<file path="config.mk">
export PLATFORM = sky130hd
export DESIGN_NAME = mult_seq_controller
export DESIGN_NICKNAME = d
export VERILOG_FILES = /design/src/rtl/mult_seq_controller.sv
export SDC_FILE = /design/constraint.sdc
export NUM_CORES = 1
export LEC_CHECK = 0
export BUFFER_PORTS_ARGS = -buffer_cell sky130_fd_sc_hd__buf_2
export CORE_AREA = 2 2 39 41
export CTS_BUF_LIST = sky130_fd_sc_hd__clkbuf_16
export CTS_CLUSTER_DIAMETER = 80
export DETAILED_ROUTE_END_ITERATION = 10
export DIE_AREA = 0 0 41 43
export GPL_ROUTABILITY_DRIVEN = 0
export PLACE_DENSITY_LB_ADDON = 0.08
export SYNTH_ARGS = -nofsm -noshare
export SYNTH_HDL_FRONTEND = slang
export SYNTH_SLANG_ARGS = --single-unit
export TNS_END_PERCENT = 100
</file>
<file path="constraint.sdc">
create_clock -name clk -period 1.3 [get_ports clk]
set_input_delay 0.26 -clock clk [delete_from_list [all_inputs] [get_ports clk]]
set_output_delay 0.26 -clock clk [all_outputs]
set_load 0.02 [all_outputs]
</file>
<file path="src/rtl/mult_seq_controller.sv">
// mult_seq_controller: sequences the shift-add multiplier datapath strobes from a start request to a done pulse.
module mult_seq_controller #(
  parameter int NBITS = 4,
  parameter bit SKIP_ZERO = 1'b1,
  localparam int IW = (NBITS > 1) ? $clog2(NBITS) : 1
) (
  input  logic          clk,
  input  logic          rst_n,
  input  logic          start,
  input  logic          mr0,
  input  logic          mr1,
  input  logic          mr2,
  input  logic          mr3,
  output logic          busy,
  output logic          done,
  output logic          mdld,
  output logic          mrld,
  output logic          rsclear,
  output logic          rsload,
  output logic          rsshr,
  output logic [IW-1:0] bit_idx
);
  typedef enum logic [2:0] {IDLE, LOAD, ADD, SHIFT, DONE} state_t;
  state_t state_q, state_d;
  logic [IW-1:0] bit_idx_q, bit_idx_d, next_idx;
  logic [3:0] mr;
  logic last;
  assign mr = {mr3, mr2, mr1, mr0};
  assign next_idx = bit_idx_q + 1'b1;
  assign last = bit_idx_q == IW'(NBITS - 1);
  always_comb begin
    state_d = state_q;
    bit_idx_d = bit_idx_q;
    case (state_q)
      IDLE:  state_d = start ? LOAD : IDLE;
      LOAD: begin
        state_d = ADD;
        bit_idx_d = '0;
      end
      ADD:   state_d = SHIFT;
      SHIFT: begin
        bit_idx_d = last ? bit_idx_q : next_idx;
        state_d = last ? DONE : (SKIP_ZERO && !mr[next_idx]) ? SHIFT : ADD;
      end
      DONE: begin
        state_d = IDLE;
        bit_idx_d = '0;
      end
      default: state_d = IDLE;
    endcase
  end
  always_ff @(posedge clk or negedge rst_n) begin
    if (!rst_n) begin
      state_q <= IDLE;
      bit_idx_q <= '0;
    end else begin
      state_q <= state_d;
      bit_idx_q <= bit_idx_d;
    end
  end
  // Moore decode; only rsload looks at the live multiplier bit.
  assign busy    = state_q == LOAD || state_q == ADD || state_q == SHIFT;
  assign done    = state_q == DONE;
  assign mdld    = state_q == LOAD;
  assign mrld    = state_q == LOAD;
  assign rsclear = state_q == LOAD;
  assign rsload  = state_q == ADD && mr[bit_idx_q];
  assign rsshr   = state_q == SHIFT;
  assign bit_idx = bit_idx_q;
endmodule

</file>
Word-level counts from Yosys, hierarchy flattened
Cells that the tools add are included.
Storage, ports and cells
  bits in registers: 5
Operators by class
  add/sub/neg operators: 1
  magnitude comparators: 2
  eq/ne operators: 6
  multiplexer cells: 10
  reduce and logical (&&, ||, !) cells: 7
Operator list (number)
  3-bit one-hot mux with 4 select lines: 1
  3-bit by 2-bit equality test with 1-bit output, second input constant: 2
  2-bit by 3-bit < comparator with 1-bit output, second input constant: 2
  1-bit binary-select mux with 2-bit select: 2
  1-bit 2-to-1 mux: 4
  2-bit one-hot mux with 2 select lines: 1
  3-bit by 1-bit equality test with 1-bit output, second input constant: 1
  3-bit equality test, second input constant: 1
  3-bit logical NOT: 1
  3-bit 2-to-1 mux: 1
  2-bit by 1-bit adder with 2-bit output, second input constant: 1
  2-bit equality test, second input constant: 1
  1-bit logical OR: 2
  2-bit 2-to-1 mux: 1
  2-bit inequality test, second input constant: 1
  2-bit AND reduction: 1
  2-bit nonzero test: 1
  2-bit OR reduction: 1
  1-bit logical AND: 1

Longest topological paths before layout
  depth in word-level cells: 6
  mapped depth: 4
  gate-level depth less buffers: 4

Worst setup path after synthesis
No wires, ideal clock.
  path type: register to output
  from: register state_q[0]
  to: output mrld
  arrival time: 1.364 ns
  required time: 1.040 ns
  slack: -0.324 ns
  cell stages (with the launch flop): 4
  cells stage by stage: dfrtp_1 inv_1 nor3_1 buf_4
Between the ends
  word-level cells in the longest chain between the ends: 1
Ends and longest elaborated chain
  start, declared: line 24  | state_t state_q, state_d;
  start signal, assigned: line 57  | state_q <= state_d;
  3-bit by 1-bit equality test with 1-bit output
  end, declared: line 17  | output logic mrld,
No other way between the ends.

Final worst setup path
  from: register bit_idx_q[1], in the netlist bit_idx[1]
  to: output rsload
Between the ends
  word-level cells in the longest chain between the ends: 3
Ends and longest elaborated chain
  start, declared: line 25  | logic [IW-1:0] bit_idx_q, bit_idx_d, next_idx;
  start signal, assigned: line 58  | bit_idx_q <= bit_idx_d;
  1-bit binary-select mux with 2-bit select: line 67  | assign rsload = state_q == ADD && mr[bit_idx_q];
  1-bit 2-to-1 mux (implied by the code): line 67
  1-bit logical AND: line 67
  end, declared: line 19  | output logic rsload,
No other way between the ends. The select of a mux whose other input is x is not followed.

==> flow_summary.json <==
{
  "outcome": "complete, but fails checks",
  "failed_checks": "setup timing",
  "cts_tree": "done",
  "die_x_um": 41,
  "tightest_slew_ns": 0.2186,
  "rows": 14,
  "total_power_mw": 2.226,
  "grt_max_degree": 6,
  "layout.area.seq_sq_um": 128.9,
  "final_hold_viol_count": 0,
  "synth.area.mux_share": 0.1245,
  "critPathKind": "flop to primary output",
  "start_kind": "flop",
  "power.ir.vdd_worst_v": 0.001308,
  "clockBufferDepth": 2,
  "worstHoldPathType": "primary input to async pin",
  "multiInputGateArea_sq_um": 251.5,
  "worst_slew_margin_rel": 0.8538,
  "r2r_cells": 5,
  "setup_tns_ns": -1.131,
  "fin_crit_sh": 1.251,
  "wire_per_inst_um": 13.72,
  "avgSynthCellArea_sq_um": 9.759,
  "antenna_found_initial": 0,
  "skew_ns": 0.001048,
  "p_seq_frac": 0.145,
  "routed_via_density": 4.936,
  "dp_hpwl_um": 750,
  "yosys.area_share.simple": 0.2088,
  "setup_slack_ns": -0.3259,
  "htreeDepth": 1,
  "hold_ws_ns": 0.3802,
  "combinationalPowerShare": 0.629,
  "grt_pass1_vias": 378,
  "clock_power_share": 0.226,
  "path_max_fanout": 2,
  "syn_inst": 35,
  "power_density_nw_per_um2": 3154,
  "p_leak_nw": 0.3325,
  "cp-end-kind": "primary output",
  "yosysWarnings": 0,
  "ys_seq_area_frac": 0.3663,
  "r2r-start": "bit_idx[1]",
  "cts-root-buf": "clkbuf_16",
  "clk_pin_slew_ns": 0.03,
  "postRouteAntennaNets": 0,
  "initial_core_util": 0.2468,
  "synthAdderAreaFrac": 0.03663,
  "mostFrequentLayoutCell": "buf_6",
  "drcViolationCount": 0,
  "synthXorXnorAreaFrac": 0,
  "ys_types": 21,
  "first_iter_violations": 8,
  "period_needed_ns": 1.626,
  "cp.arrival_ns": 1.37,
  "drt_wl_total_um": 1070,
  "drive_above_1_share": 0.7258,
  "synth_top_family_by_area": "simple AND/OR/NAND/NOR gates",
  "via_count": 385,
  "nets": 71,
  "final_cell_mix": "buf_6 (10), buf_4 (8), buf_2 (7)",
  "final_max_slew_viol_count": 0,
  "fp.dieH_um": 43,
  "clock-sinks": 5,
  "fill_cells": 146,
  "intPower_mw": 1.401,
  "maxCapViolCount": 0,
  "grt_use_total": 0.1384,
  "grt_overflow": 0,
  "n_antenna_cell": 0,
  "r2r-end": "state_q[0]",
  "die-area_sq_um": 1763,
  "grt_setup_unrepaired": "true",
  "grt_pass1_wl_um": 1614,
  "synth-compound-area-share": 0.1832,
  "setup_viol": 10,
  "firstDrtPassIters": 4,
  "crit_required_ns": 1.04,
  "yosys_register_bits": 5,
  "power_switching_uw": 825.3,
  "core_sq_um": 1384,
  "syn_nets": 43,
  "synthToLayoutAreaGrowth_pct": 106.6,
  "ioPinCount": 16,
  "insertion_delay_ns": 0.23,
  "portBuffers": 15,
  "power.share.switching": 0.3708,
  "fmax_mhz": 615.1,
  "cts_made_buffers": 3,
  "r2r_setup_slack_ns": -0.20,
  "syn-cell-area_sq_um": 341.6
}
-- per-stage QoR --
stage                 util  setup slack (ns)  cell area, sq um  std cells
finish              0.5099           -0.3259             705.7         78
global route        0.5099           -0.3604             705.7         78
CTS                 0.4955           -0.3340             685.7         77
detailed placement  0.3508           -0.1946             485.5         68
global placement    0.3508           -0.1799             485.5         68
floorplan                -           -0.1379             372.9         35
-- worst max-delay path, cell delays in order, from the launching register on --
cell and delay, ns:
dfrtp_2 0.36, mux4_2 0.49, and3_4 0.16, buf_6 0.12
-- cell families after synthesis --
family / Yosys count
flops: 5
fa+ha+maj: 1
simple gates: 13
buf+inv: 5
compound gates: 8
mux: 3
-- registers in the layout, summed over array words and instances, names as in the netlist --
signal and flops:
bit_idx 2, state_q 3
-- power groups by stage --
| stage | Sequential, mW | Combinational (mW) | Clock [mW] |
|---|---|---|---|
| finish | 0.324 | 1.40 | 0.503 |
| global route | 0.334 | 1.49 | 0.532 |
| CTS | 0.319 | 1.34 | 0.511 |
| detailed placement | 0.319 | 1.02 | 0 |
| global placement | 0.313 | 1.02 | 0 |
| floorplan | 0.374 | 0.653 | 0 |
-- synthesized netlist by cell type --
| cell | count | area share |
|---|---|---|
| inv_1 | 2 | 0.022 |
| buf_2 | 1 | 0.015 |
| a22oi_1 | 1 | 0.022 |
| a22o_1 | 1 | 0.026 |
| a31oi_1 | 1 | 0.018 |
| nand2_1 | 1 | 0.011 |
| mux2i_1 | 2 | 0.059 |
| a32o_1 | 1 | 0.029 |
| ha_1 | 1 | 0.037 |
| o2bb2ai_1 | 2 | 0.051 |
| buf_4 | 2 | 0.044 |
| mux4_2 | 1 | 0.066 |
| nor2b_2 | 1 | 0.026 |
| dfrtp_1 | 5 | 0.37 |
| nand2b_1 | 1 | 0.018 |
| and2_1 | 2 | 0.037 |
| nor3_1 | 2 | 0.029 |
| and3_1 | 3 | 0.055 |
| nor2_1 | 3 | 0.033 |
| a211oi_1 | 1 | 0.022 |
| a21oi_1 | 1 | 0.015 |
-- layer usage --
layer / share of wire / wire [um] / global-route usage
met2: 0.53 / 568 / 0.2125
met4: 0.023 / 25 / 0.08667
met5: 0 / 0 / 0
met1: 0.38 / 406 / 0.1639
met3: 0.064 / 69 / 0.03141
-- worst max-delay path by stage --
stage	to	start	cells past startpoint	slack [ns]
4_1_cts	rsload	bit_idx[1]	3	-0.33
6_report	rsload	bit_idx[1]	3	-0.33
3_5_place_dp	rsload	bit_idx[1]	3	-0.19
2_1_floorplan	rsload	bit_idx[1]	2	-0.14
3_3_place_gp	rsload	bit_idx[1]	3	-0.18
5_1_grt	rsload	bit_idx[1]	3	-0.36
-- repair_timing --
item	in CTS	in global routing
setup buffers	4	2
hold endpoints to repair	5	0
endpoints found under the setup margin	7	11
resized for setup	25	4
pin swaps	6	4
hold buffers	1	0
-- layout make-up --
cell class              instances  share of cell area
flip-flops and latches          5              0.1826
repair buffers                 26              0.3085
well taps                      16             0.02837
multi-input cells              25              0.3564
clock inverters                 1            0.007092
clock buffers                   3              0.1064
inverters                       2             0.01064
Note: power is estimated with default switching activity, not from simulation.
